--- src/rtl/alu_share_arbiter_pkg.sv ---
// ============================================================================
// Module   : alu_share_arbiter_pkg
// Brief    : Shared types for the ALU sharing arbiter and its ALU interface.
// Revision : 1.0 - initial release
// ============================================================================
`default_nettype none

package alu_share_arbiter_pkg;

    typedef logic [31:0] bus_type;

    // Encodings outside this set reach the ALU unchanged and fall to its default.
    typedef enum logic [2:0] {
        ALU_AND = 3'b000,
        ALU_OR  = 3'b001,
        ALU_ADD = 3'b010,
        ALU_SUB = 3'b110,
        ALU_SLT = 3'b111
    } alu_oper_type;

    typedef enum logic [1:0] {
        ARB_IDLE = 2'd0,
        ARB_EXEC = 2'd1,
        ARB_RESP = 2'd2
    } alu_arb_state_type;

endpackage : alu_share_arbiter_pkg

`default_nettype wire

--- src/rtl/alu_share_arbiter_rr_picker.sv ---
// ============================================================================
// Module   : rr_picker
// Brief    : Combinational round-robin pick: first set request at or after ptr.
// Revision : 1.0 - initial release
// ============================================================================
`default_nettype none

module rr_picker #(
    parameter  int NUM_REQ = 2,
    localparam int IDX_W   = $clog2(NUM_REQ)
) (
    input  logic [NUM_REQ-1:0] req,
    input  logic [IDX_W-1:0]   rr_ptr,
    output logic               found,
    output logic [IDX_W-1:0]   idx
);

    int               cand;
    logic [IDX_W-1:0] cand_idx;

    // Walk offsets from farthest to nearest so the nearest hit is the one kept.
    always_comb begin
        found    = 1'b0;
        idx      = '0;
        cand     = 0;
        cand_idx = '0;
        for (int off = NUM_REQ - 1; off >= 0; off--) begin
            cand = int'(rr_ptr) + off;
            if (cand >= NUM_REQ) begin
                cand = cand - NUM_REQ;
            end
            cand_idx = IDX_W'(cand);
            if (req[cand_idx]) begin
                found = 1'b1;
                idx   = cand_idx;
            end
        end
    end

endmodule : rr_picker

`default_nettype wire

--- src/rtl/alu_share_arbiter.sv ---
// ============================================================================
// Module   : alu_share_arbiter
// Brief    : Round-robin sequencer sharing one combinational ALU among requesters.
// Revision : 1.0 - initial release
// ============================================================================
`default_nettype none

module alu_share_arbiter
    import alu_share_arbiter_pkg::*;
#(
    parameter  int NUM_REQ = 2,
    localparam int IDX_W   = $clog2(NUM_REQ)
) (
    input  logic                clk,
    input  logic                rst_n,
    input  logic [NUM_REQ-1:0]  req_valid,
    output logic [NUM_REQ-1:0]  req_ready,
    input  bus_type             req_a   [NUM_REQ],
    input  bus_type             req_b   [NUM_REQ],
    input  alu_oper_type        req_sel [NUM_REQ],
    output logic [NUM_REQ-1:0]  rsp_valid,
    input  logic [NUM_REQ-1:0]  rsp_ready,
    output bus_type             rsp_result,
    output logic                rsp_zero,
    output bus_type             alu_a,
    output bus_type             alu_b,
    output alu_oper_type        alu_sel,
    input  bus_type             alu_s,
    input  logic                alu_zero,
    output logic                busy,
    output logic [IDX_W-1:0]    grant_id
);

    alu_arb_state_type state;
    alu_arb_state_type next_state;

    logic [IDX_W-1:0]  rr_ptr;
    logic [IDX_W-1:0]  owner;
    logic              pick_found;
    logic [IDX_W-1:0]  pick_idx;
    logic              rsp_done;

    bus_type           a_q;
    bus_type           b_q;
    alu_oper_type      sel_q;
    bus_type           result_q;
    logic              zero_q;

    rr_picker #(
        .NUM_REQ (NUM_REQ)
    ) u_picker (
        .req    (req_valid),
        .rr_ptr (rr_ptr),
        .found  (pick_found),
        .idx    (pick_idx)
    );

    always_ff @(posedge clk or negedge rst_n) begin
        if (!rst_n) begin
            state <= ARB_IDLE;
        end else begin
            state <= next_state;
        end
    end

    always_comb begin
        next_state = state;
        rsp_done   = 1'b0;
        case (state)
            ARB_IDLE: begin
                if (pick_found) begin
                    next_state = ARB_EXEC;
                end
            end
            ARB_EXEC: begin
                next_state = ARB_RESP;
            end
            ARB_RESP: begin
                rsp_done = rsp_ready[owner];
                if (rsp_done) begin
                    next_state = ARB_IDLE;
                end
            end
            default: begin
                next_state = ARB_IDLE;
            end
        endcase
    end

    // The pointer only moves on response completion, so a stalled owner keeps its slot.
    always_ff @(posedge clk or negedge rst_n) begin
        if (!rst_n) begin
            rr_ptr   <= '0;
            owner    <= '0;
            a_q      <= '0;
            b_q      <= '0;
            sel_q    <= ALU_ADD;
            result_q <= '0;
            zero_q   <= 1'b0;
        end else begin
            if ((state == ARB_IDLE) && pick_found) begin
                owner <= pick_idx;
                a_q   <= req_a[pick_idx];
                b_q   <= req_b[pick_idx];
                sel_q <= req_sel[pick_idx];
            end
            if (state == ARB_EXEC) begin
                result_q <= alu_s;
                zero_q   <= alu_zero;
            end
            if (rsp_done) begin
                rr_ptr <= (owner == IDX_W'(NUM_REQ - 1)) ? '0 : owner + 1'b1;
            end
        end
    end

    for (genvar i = 0; i < NUM_REQ; i++) begin : g_port
        assign req_ready[i] = (state == ARB_IDLE) && pick_found && (pick_idx == IDX_W'(i));
        assign rsp_valid[i] = (state == ARB_RESP) && (owner == IDX_W'(i));
    end

    assign rsp_result = result_q;
    assign rsp_zero   = zero_q;
    assign alu_a      = a_q;
    assign alu_b      = b_q;
    assign alu_sel    = sel_q;
    assign busy       = (state != ARB_IDLE);
    assign grant_id   = owner;

endmodule : alu_share_arbiter

`default_nettype wire

--- config.mk ---
export PLATFORM = sky130hd
export DESIGN_NAME = alu_share_arbiter
export DESIGN_NICKNAME = d
export VERILOG_FILES = /design/src/rtl/alu_share_arbiter_pkg.sv /design/src/rtl/alu_share_arbiter_rr_picker.sv /design/src/rtl/alu_share_arbiter.sv
export SDC_FILE = /design/constraint.sdc
export NUM_CORES = 1
export LEC_CHECK = 0
export BUFFER_PORTS_ARGS = -buffer_cell sky130_fd_sc_hd__buf_2
export CAP_MARGIN = 15
export CORE_ASPECT_RATIO = 0.7
export CORE_UTILIZATION = 41
export DETAILED_ROUTE_END_ITERATION = 8
export GPL_TIMING_DRIVEN = 0
export MAX_ROUTING_LAYER = met4
export PLACE_DENSITY = 0.82
export SYNTH_ARGS = -nofsm -noshare
export SYNTH_HDL_FRONTEND = slang
export SYNTH_HIERARCHICAL = 1
export SYNTH_SLANG_ARGS = --single-unit
--- constraint.sdc ---
create_clock -name clk -period 1.45 [get_ports clk]
set_input_delay 0.145 -clock clk [delete_from_list [all_inputs] [get_ports clk]]
set_output_delay 0.145 -clock clk [all_outputs]
set_load 0.05 [all_outputs]
==> reports/qor.txt, run 1 <==
Status: complete, but fails checks
Failing checks: design-rule violations, negative setup slack
Count of state elements after synthesis: 104
Vias per Instance: 4.69
Nets@finish: 785
Post-synthesis sequential area ratio: 48.4%
Max_slew headroom: 60.8%
Finished Cell Area: 0.00766 mm^2
Die Y: 97.9 um
Root Driver: clkbuf_16
FMAX: 0.608 GHz
Mux cell area share after synthesis: 44.7%
First-pass GRT wire length: 20,500 um
Fin crit share: 113%
Clk_lat worst skew: 0.34 ns
Syn Nets: 482
Pre-CTS setup slack: -0.242 ns
Vias: 3,650
Critical Path End Type: register
Initial antenna violation count: 0
Starting Density: 42.8%
Max cap viols: 0
Arr. time, crit path: 1.87 ns
Setup CP Type: reg -> reg
Crit start category: register
FP Rows: 34
Post-route ant nets: 0
Worst min-delay path category: in -> reg
Vias in the first global route: 4,030
Peak VDD IR: 0.00188 V
Synth Instances: 309
Crit-path max FO: 10
Total clock sinks: 104
Num CTS Buffers: 9
DRT iter0 DRCs: 97
Final Hold Viols: 0
Clock-pin slew on the worst setup and hold paths: 0.08 ns
P_leak: 0.00401 uW
XOR/XNOR share of the synthesized area: 0%
Critical path required time: 1.68 ns
H-tree depth: 3
Power density over cell area: 2690 mW/mm^2
Final HPWL DP: 9790 um
Synth Area in Compound Gates: 0.534%
Mapped cell area: 0.00539 mm^2
Die X: 139 um
Pre-Repair DR Iteration Count: 9
GR Util All Layers: 19.9%
Post-synthesis adder-cell area fraction: 0%
Yosys synthesis warning count: 6
Simple-Gate Fraction of Synth Area: 1.25%
WL/cell: 16.6 um
Worst slew pin tran: 0.588 ns
Setup TNS: -11.83 ns
# port buffers: 278
Largest net degree at the start of global routing: 61
RSZ-0062 raised after global routing: true
Final setup fails: 72
Die area: 0.0136 mm^2
DRT Wirelength: 13,000 um
Worst-case clock buffer depth: 2
Largest family of logic cells by synthesized area: multiplexers
DP Area: 0.00702 mm^2
Area Overhead vs Synth: 42.2%
Final clock skew: 0.00551 ns
GRT overflow: 0
CTS tree: yes
Core Box Area: 0.0126 mm^2
Final worst slack: -0.194 ns
Mean Syn Cell Area: 17.4 um^2
Library cells used by synthesis: 22
Max-slew violations: 0
Antenna cell count: 0
Fraction of layout cells with a size suffix above 1: 82.2%
Drc violations: 17
Routability congestion estimate: 0.841
I/O pins: 279
Minimum clock period: 1.64 ns
Fin util: 60.8%
routing by layer:
layer | vias up | part of all wire (%) | track usage, %
met5 | - | 0 | -
li1 | 1704 | - | -
met4 | 0 | 1.5 | 5.04
met1 | 1778 | 41 | 22.7
met2 | 156 | 52 | 35.9
met3 | 12 | 5.4 | 4.17
path summary, 6_finish.rpt:
kind / start / endpoint / slack, ns / depth (start not counted)
max in group asynchronous: rst_n / state[1] / 0.41 / 3
min in group asynchronous: rst_n / alu_b[0] / 0.34 / 2
max reg2reg: rr_ptr / alu_b[11] / -0.19 / 7
min: alu_s[19] / rsp_result[19] / 0.03 / 2
max: rr_ptr / alu_b[11] / -0.19 / 7
min reg2reg: rsp_result[14] / rsp_result[14] / 0.50 / 1
final cells by class:
cell class,count,area [um^2]
inverters,2,7.51
plain buffers,20,312
flip-flops and latches,104,2610
clock inverters,7,109
clock buffers,9,225
well taps,162,203
multi-input cells,183,2540
repair buffers,292,1660
fillers,964,4930
where the power goes:
group          total, uW  switching, uW  leakage (uW)  internal (uW)
clock               2700           1140      0.000164           1550
combinational      12600           7860       0.00264           4790
sequential          5280            859       0.00121           4430
repair_timing:
item	CTS	global route
pin swaps	2	0
gates cloned	1	1
hold buffers	1	0
endpoints found under the hold margin	43	0
setup endpoints to repair	73	87
gates resized for setup	27	12
buffers inserted	9	2
kinds of logic after synthesis:
| family | Yosys count |
|---|---|
| multiplexers | 169 |
| flip-flops | 104 |
| buffers and inverters | 22 |
| AND/OR/NAND/NOR | 10 |
| AO/OA/AOI/OAI | 4 |
worst max-delay path, stage by stage (launching register included):
cell and delay [ns]:
dfrtp_1 0.37, inv_2 0.04, a21boi_2 0.13, buf_6 0.15, buf_12 0.12, buf_12 0.14, mux2_4 0.31, mux2_4 0.26
cell usage in the layout, fill, tap and decap left out, types with 2 or more instances in the layout:
cell       count
inv_6          2
mux2_4       134
clkbuf_16     10
buf_4          6
buf_12        13
buf_8          5
dfrtp_1      102
mux2_2        35
nor2_4         2
inv_8          2
bufinv_16      2
buf_16         2
buf_6         12
buf_2        272
metrics by stage:
stage               instances  hold WS, ns  total power (uW)
floorplan                 309       -0.151             14800
detailed placement        750        0.181             17500
global placement          749        0.376             17200
global route              779      0.00706             21500
finish                    779       0.0299             20600
CTS                       777       0.0147             20600
synth_stat cells, drive strengths merged:
master  number  share of area (%)
dfstp        1               0.49
nor2b        1               0.12
or2          2               0.23
a21boi       2               0.28
nor2         2               0.14
mux2       169                 45
and2         1               0.12
nor3b        1               0.23
o21ai        1              0.093
dfrtp      103                 48
buf         20                5.0
nand2b       2               0.23
nor4bb       1               0.19
inv          2               0.14
a211o        1               0.16
registers in the layout, summed over array words and instances, names as in the netlist:
signal / count
alu_a: 32
alu_b: 32
alu_sel: 3
grant_id: 1
rr_ptr: 1
rsp_result: 32
rsp_zero: 1
state: 2
Power figures use the tool's default switching activity.
==> inputs of run 2 (changes only) <==
--- a/config.mk
+++ b/config.mk
@@ -7,12 +7,14 @@
 export LEC_CHECK = 0
 export BUFFER_PORTS_ARGS = -buffer_cell sky130_fd_sc_hd__buf_2
 export CAP_MARGIN = 15
+export CELL_PAD_IN_SITES_DETAIL_PLACEMENT = 1
+export CELL_PAD_IN_SITES_GLOBAL_PLACEMENT = 2
 export CORE_ASPECT_RATIO = 0.7
-export CORE_UTILIZATION = 41
+export CORE_UTILIZATION = 27
 export DETAILED_ROUTE_END_ITERATION = 8
 export GPL_TIMING_DRIVEN = 0
 export MAX_ROUTING_LAYER = met4
-export PLACE_DENSITY = 0.82
+export PLACE_DENSITY = 0.84
 export SYNTH_ARGS = -nofsm -noshare
 export SYNTH_HDL_FRONTEND = slang
 export SYNTH_HIERARCHICAL = 1
==> run 2 against run 1 <==
Against the previous run:
- the flow finishes with violations (negative setup slack)
- via count up 2.5%
- core utilization fell by 21 points
- largest power group unchanged
- worst setup slack got worse by 0.029 ns
- sequential share of layout area shrank 0.38 points
- critical endpoint is now alu_b[20]
==> reports/qor.txt, run 2 (synthesis results as in run 1) <==
Crit-path max FO: 10 (unchanged)
Starting Density: 28.0% (-15 points)
Max-slew violations: 0 (unchanged)
Antenna cell count: 0 (unchanged)
Die Y: 120 um (+23%)
Worst-path cell chain: inv_1 -> a21boi_2 -> buf_6 -> buf_12 -> buf_12 -> mux2_4 -> mux2_4
Fill cell count: 2,094 (+120%)
Largest net degree at the start of global routing: 55 (-9.8%)
Failing checks: negative setup slack
DRT iter0 DRCs: 84 (-13%)
Critical Path End Type: register
Die X: 171 um (+23%)
Fraction of layout cells with a size suffix above 1: 81.2% (-1.0 points)
WL/cell: 17.0 um (+2.1%)
Sequential cell area: 0.00260 mm^2 (about the same)
Worst slew pin tran: 0.710 ns (+0.122 ns)
Commonest non-fill, non-tap cell in the layout: buf_2
Num CTS Buffers: 9 (unchanged)
Max_slew headroom: 52.6% (-8.2 points)
Fin crit share: 115% (+2.0 points)
M1 wire length: 6480 um (+22%)
Max cap viols: 0 (unchanged)
Die area: 0.0205 mm^2 (+51%)
Pre-Repair DR Iteration Count: 4 (-5)
Routed wl met2: 7400 um (+9.5%)
I/O pins: 279 (unchanged)
Final setup fails: 71 (-1.4%)
Tot Pwr: 20,600 uW (-0.21%)
Metal3 WL: 956 um (+37%)
Critical path required time: 1.68 ns (about the same)
P_leak: 0.00400 uW (-0.42%)
Multi-input gate area: 0.00255 mm^2 (+0.25%)
Final clock skew: 0.00571 ns (+0.000198 ns)
GRT overflow: 0 (unchanged)
Finished Cell Area: 0.00774 mm^2 (+1.1%)
DRT Wirelength: 15,000 um (+16%)
Reg2reg setup slack: -0.22 ns (-0.03 ns)
Setup CP Type: reg -> reg
GR Util All Layers: 15.3% (-4.6 points)
Minimum clock period: 1.67 ns (+0.0291 ns)
Peak VDD IR: 0.00100 V (-47%)
Core Box Area: 0.0192 mm^2 (+53%)
Final HPWL DP: 11,700 um (+19%)
Root Driver: clkbuf_16
Routability congestion estimate: 0.715 (-15%)
Final Hold Viols: 0 (unchanged)
Initial antenna violation count: 0 (unchanged)
First-pass GRT wire length: 23,300 um (+13%)
Commonest non-fill, non-tap cells in the layout: buf_2, mux2_4, dfrtp_1
CTS tree: yes
Nets@finish: 789 (+0.51%)
Worst-case clock buffer depth: 2 (unchanged)
Final worst slack: -0.223 ns (-0.0291 ns)
Status: complete, but fails checks
Post-route ant nets: 0 (unchanged)
Vias in the first global route: 4,199 (+4.2%)
Clk_lat worst skew: 0.35 ns (about the same)
Area Overhead vs Synth: 43.7%
Worst min-delay path category: in -> reg
Total clock sinks: 104 (unchanged)
Power density over cell area: 2660 mW/mm^2 (-1.3%)
Largest stage delay, worst path: 0.35 ns (-0.02 ns)
Drc violations: 0 (-17)
CP delay by family, top: multiplexers
RSZ-0062 raised after global routing: true
Setup TNS: -12.91 ns (-1.08 ns)
Vias per Instance: 4.23 (-9.8%)
FP Rows: 42 (+24%)
H-tree depth: 3 (unchanged)
DR top layer: met4
DP Area: 0.00715 mm^2 (+1.8%)
# port buffers: 278 (unchanged)
CP Buf/Inv Count: 4 (unchanged)
Clock-pin slew on the worst setup and hold paths: 0.07 ns (about the same)
Crit start category: register
FMAX: 0.598 GHz (-1.7%)
Vias: 3,740 (+2.5%)
Arr. time, crit path: 1.90 ns (+0.03 ns)
Slowest cell on the critical path: dfrtp_1
-- run 2: cell types whose count changed in the layout (fill, tap and decap cells not counted), sizes merged, moves of 2 or more --
cell,delta
dlygate4sd3,+3
inv,-3
bufinv,-2
clkinvlp,+2
-- run 2: final timing paths --
| path | start | to | depth (start not counted) |
|---|---|---|---|
| setup / recovery | rr_ptr | alu_b[20] | 7 |
| setup reg to reg | rr_ptr | alu_b[20] | 7 |
| hold / removal | alu_s[22] | rsp_result[22] | 2 |
| hold reg to reg | rsp_result[22] | rsp_result[22] | 1 |
| min in group asynchronous | rst_n | alu_b[1] | 2 |
| max in group asynchronous | rst_n | alu_a[31] | 3 |
-- run 2: final cells by class --
type                            instances  share of cell area [%]
Buffer                                 20                    4.07
Clock buffer                           11                    3.01
Clock inverter                          5                   0.533
Inverter                                2                  0.0970
Multi-Input combinational cell        183                    32.9
Sequential cell                       104                    33.6
Tap cell                              264                    4.27
Timing Repair Buffer                  296                    21.5
-- run 2: report_power, final --
part	switching, uW	internal (uW)
Clock	1090	1180
Sequential	875	4430
Combinational	8020	4990
-- run 2: worst register-to-register path, delay by kind of cell, from the launching register on --
| kind | cells | cell delay (ns) |
|---|---|---|
| flops | 1 | 0.35 |
| mux | 2 | 0.57 |
| buf+inv | 4 | 0.50 |
| compound gates | 1 | 0.14 |
-- run 2: per-layer routing --
layer	up-vias	GRT usage (%)
li1	1713	-
met1	1854	18.6
met2	160	25.3
met3	13	3.86
met4	0	4.22
met5	-	-
-- run 2: repair_timing --
action	CTS	global route
pin swaps	1	1
gates resized for setup	32	8
setup endpoints to repair	73	102
gates cloned	1	0
setup buffers	11	2
endpoints found under the hold margin	52	0
hold buffers	4	0
-- run 2: per-stage QoR --
step	setup WS [ns]	utilization [%]	instances	hold WS, ns
floorplan	-0.0835	-	309	-0.151
global placement	-0.894	37.0	851	0.376
detailed placement	-0.284	37.2	852	0.233
CTS	-0.234	40.1	884	0.000942
global route	-0.301	40.2	885	0.00854
finish	-0.223	40.2	885	0.0274
==> inputs of run 3 (changes only) <==
==> constraint.sdc (replaced) <==
create_clock -name clk -period 1.45 [get_ports clk]
set_input_delay 0.29 -clock clk [delete_from_list [all_inputs] [get_ports clk]]
set_output_delay 0.29 -clock clk [all_outputs]
set_load 0.05 [all_outputs]
==> run 3 against run 2 <==
Against the previous run:
- via count rose by 0.96%
- critical path depth fell by 2
- die area did not move
- largest cell class unchanged
- clock power rose by 22%
- final cell count rose by 0.45%
- the flow still finishes with violations (negative setup slack)
- flip-flop and latch count did not move
- first-iteration DRC count fell by 12%
- sequential share of layout area fell by 0.96 points
- wire length rose by 1.9%
- design area rose by 3.0%
==> reports/qor.txt, run 3 (synthesis results as in run 1) <==
Initial antenna violation count: 0 (unchanged)
Commonest non-fill, non-tap cell in the layout: buf_2
Die Y: 120 um (unchanged)
Crit start category: register
FMAX: 0.574 GHz (-3.9%)
First-pass GRT wire length: 22,800 um (-1.9%)
Setup CP Type: reg -> out
H-tree depth: 3 (unchanged)
I/O pins: 279 (unchanged)
DR top layer: met4
Clock-pin slew on the worst setup and hold paths: 0.08 ns (about the same)
CP delay by family, top: flip-flops
Max_slew headroom: 62.1% (+9.4 points)
Nets@finish: 793 (+0.51%)
Arr. time, crit path: 1.45 ns (-0.45 ns)
Largest stage delay, worst path: 0.39 ns (+0.04 ns)
Peak VDD IR: 0.00128 V (+27%)
Worst min-delay path category: in -> reg
Critical path required time: 1.16 ns (-0.52 ns)
CP Launch Point: state[0]
Root Driver: clkbuf_16
CTS tree: yes
Worst-path cell chain: nor3b_2 -> buf_6 -> buf_12 -> nor2b_4 -> buf_6
Min Hold Slack: 0.165 ns (+0.138 ns)
Max-slew violations: 0 (unchanged)
Max cap viols: 0 (unchanged)
Routed wl met2: 7500 um (+1.5%)
Die area: 0.0205 mm^2 (unchanged)
Clk_lat worst skew: 0.35 ns (about the same)
Failing checks: negative setup slack
Starting Density: 28.0% (unchanged)
Crit-path max FO: 3 (-7)
Status: complete, but fails checks
Total clock sinks: 104 (unchanged)
Routability congestion estimate: 0.724 (+1.4%)
Num CTS Buffers: 9 (unchanged)
Fin util: 41.5% (+1.2 points)
Power density over cell area: 2680 mW/mm^2 (+0.94%)
Vias per Instance: 4.25 (+0.51%)
Crit-path most repeated cell: buf_6
WL/cell: 17.2 um (+1.4%)
Final setup fails: 104 (+46%)
Post-route ant nets: 0 (unchanged)
Die X: 171 um (unchanged)
Metal3 WL: 938 um (-1.9%)
Layout Cells excl Fill: 889 (+0.45%)
Drc violations: 0 (unchanged)
Final clock skew: 0.00476 ns (-0.000956 ns)
FP Rows: 42 (unchanged)
GRT overflow: 0 (unchanged)
P_leak: 0.00415 uW (+3.9%)
Final HPWL DP: 11,400 um (-2.2%)
Commonest non-fill, non-tap cells in the layout: buf_2, mux2_4, dfrtp_1
Fraction of layout cells with a size suffix above 1: 82.6% (+1.4 points)
Vias: 3,776 (+0.96%)
Reg2reg start: rr_ptr
CP Buf/Inv Count: 3 (-1)
M1 wire length: 6660 um (+2.7%)
Area Overhead vs Synth: 48.0%
Worst slew pin tran: 0.569 ns (-0.142 ns)
Hold path start: alu_s[9]
RSZ-0062 raised after global routing: true
Dpl cells: 852 (unchanged)
# port buffers: 278 (unchanged)
DRT Wirelength: 15,300 um (+1.9%)
Antenna cell count: 0 (unchanged)
GR Util All Layers: 15.1% (-0.24 points)
Critical Path End Type: output pin
Vias in the first global route: 4,074 (-3.0%)
Worst-case clock buffer depth: 2 (unchanged)
Final Hold Viols: 0 (unchanged)
Slowest cell on the critical path: dfrtp_1
Pre-Repair DR Iteration Count: 4 (unchanged)
Largest net degree at the start of global routing: 65 (+18%)
DRT iter0 DRCs: 74 (-12%)
Core Box Area: 0.0192 mm^2 (unchanged)
Minimum clock period: 1.74 ns (+0.0676 ns)
Fin crit share: 120% (+4.7 points)
Final worst slack: -0.291 ns (-0.0676 ns)
run 3: cell types whose count changed in the layout (fill, tap and decap cells not counted), sizes merged:
cell         before  now
buf             311  314
clkbuf           11   14
dlygate4sd3       4    1
inv               3    6
bufinv            0    2
clkinvlp          2    0
bufbuf            1    0
clkinv            2    1
run 3: final cells by class:
class | count | area (um^2)
tap | 264 | 330
clock buffer | 9 | 225
inverter | 2 | 7.51
sequential | 104 | 2610
multi-input combinational | 183 | 2590
fill | 2066 | 11300
clock inverter | 7 | 109
buffer | 20 | 334
timing repair buffer | 300 | 1770
run 3: report_power, final:
group / switching [uW] / leakage (uW) / total (uW) / internal (uW)
registers: 875 / 0.00121 / 5300 / 4430
clock network: 1200 / 0.000164 / 2760 / 1560
logic: 8110 / 0.00278 / 13300 / 5230
run 3: path summary, 6_finish.rpt:
kind	slack, ns	cells after the start	endpoint
setup / recovery	-0.29	5	req_ready[0]
hold / removal	0.17	2	rsp_result[9]
setup reg to reg	-0.26	7	alu_b[3]
hold reg to reg	0.50	1	rsp_result[4]
max in group asynchronous	0.27	3	grant_id
min in group asynchronous	0.46	2	alu_b[0]
run 3: what timing repair did:
action	4_1_cts	5_1_grt
setup buffers	11	6
gates resized for setup	55	9
hold buffers	1	0
setup endpoints to repair	75	103
cloned	1	5
hold endpoints to repair	39	0
pin swaps	2	2
run 3: per-stage QoR:
| stage | TNS (ns) | setup slack (ns) | instance area (um^2) | power, uW |
|---|---|---|---|---|
| floorplan | -4.65 | -0.0783 | 5400 | 14800 |
| global placement | -121.61 | -1.03 | 7130 | 17400 |
| detailed placement | -18.18 | -0.393 | 7160 | 17600 |
| CTS | -20.21 | -0.325 | 7800 | 21200 |
| global route | -23.79 | -0.354 | 7970 | 22300 |
| finish | -16.96 | -0.291 | 7970 | 21400 |
run 3: per-layer routing:
| metal | GRT usage [%] | vias up |
|---|---|---|
| met5 | - | - |
| met4 | 4.28 | 0 |
| met3 | 3.40 | 17 |
| met2 | 24.8 | 157 |
| met1 | 18.6 | 1872 |
| li1 | - | 1730 |
run 3: worst reg2reg max path, stage by stage, from the launching register on:
cell       delay, ns
dfrtp_1         0.37
inv_2           0.05
a21boi_2        0.13
buf_6           0.13
buf_12          0.18
clkbuf_16       0.19
mux2_4          0.30
mux2_4          0.26
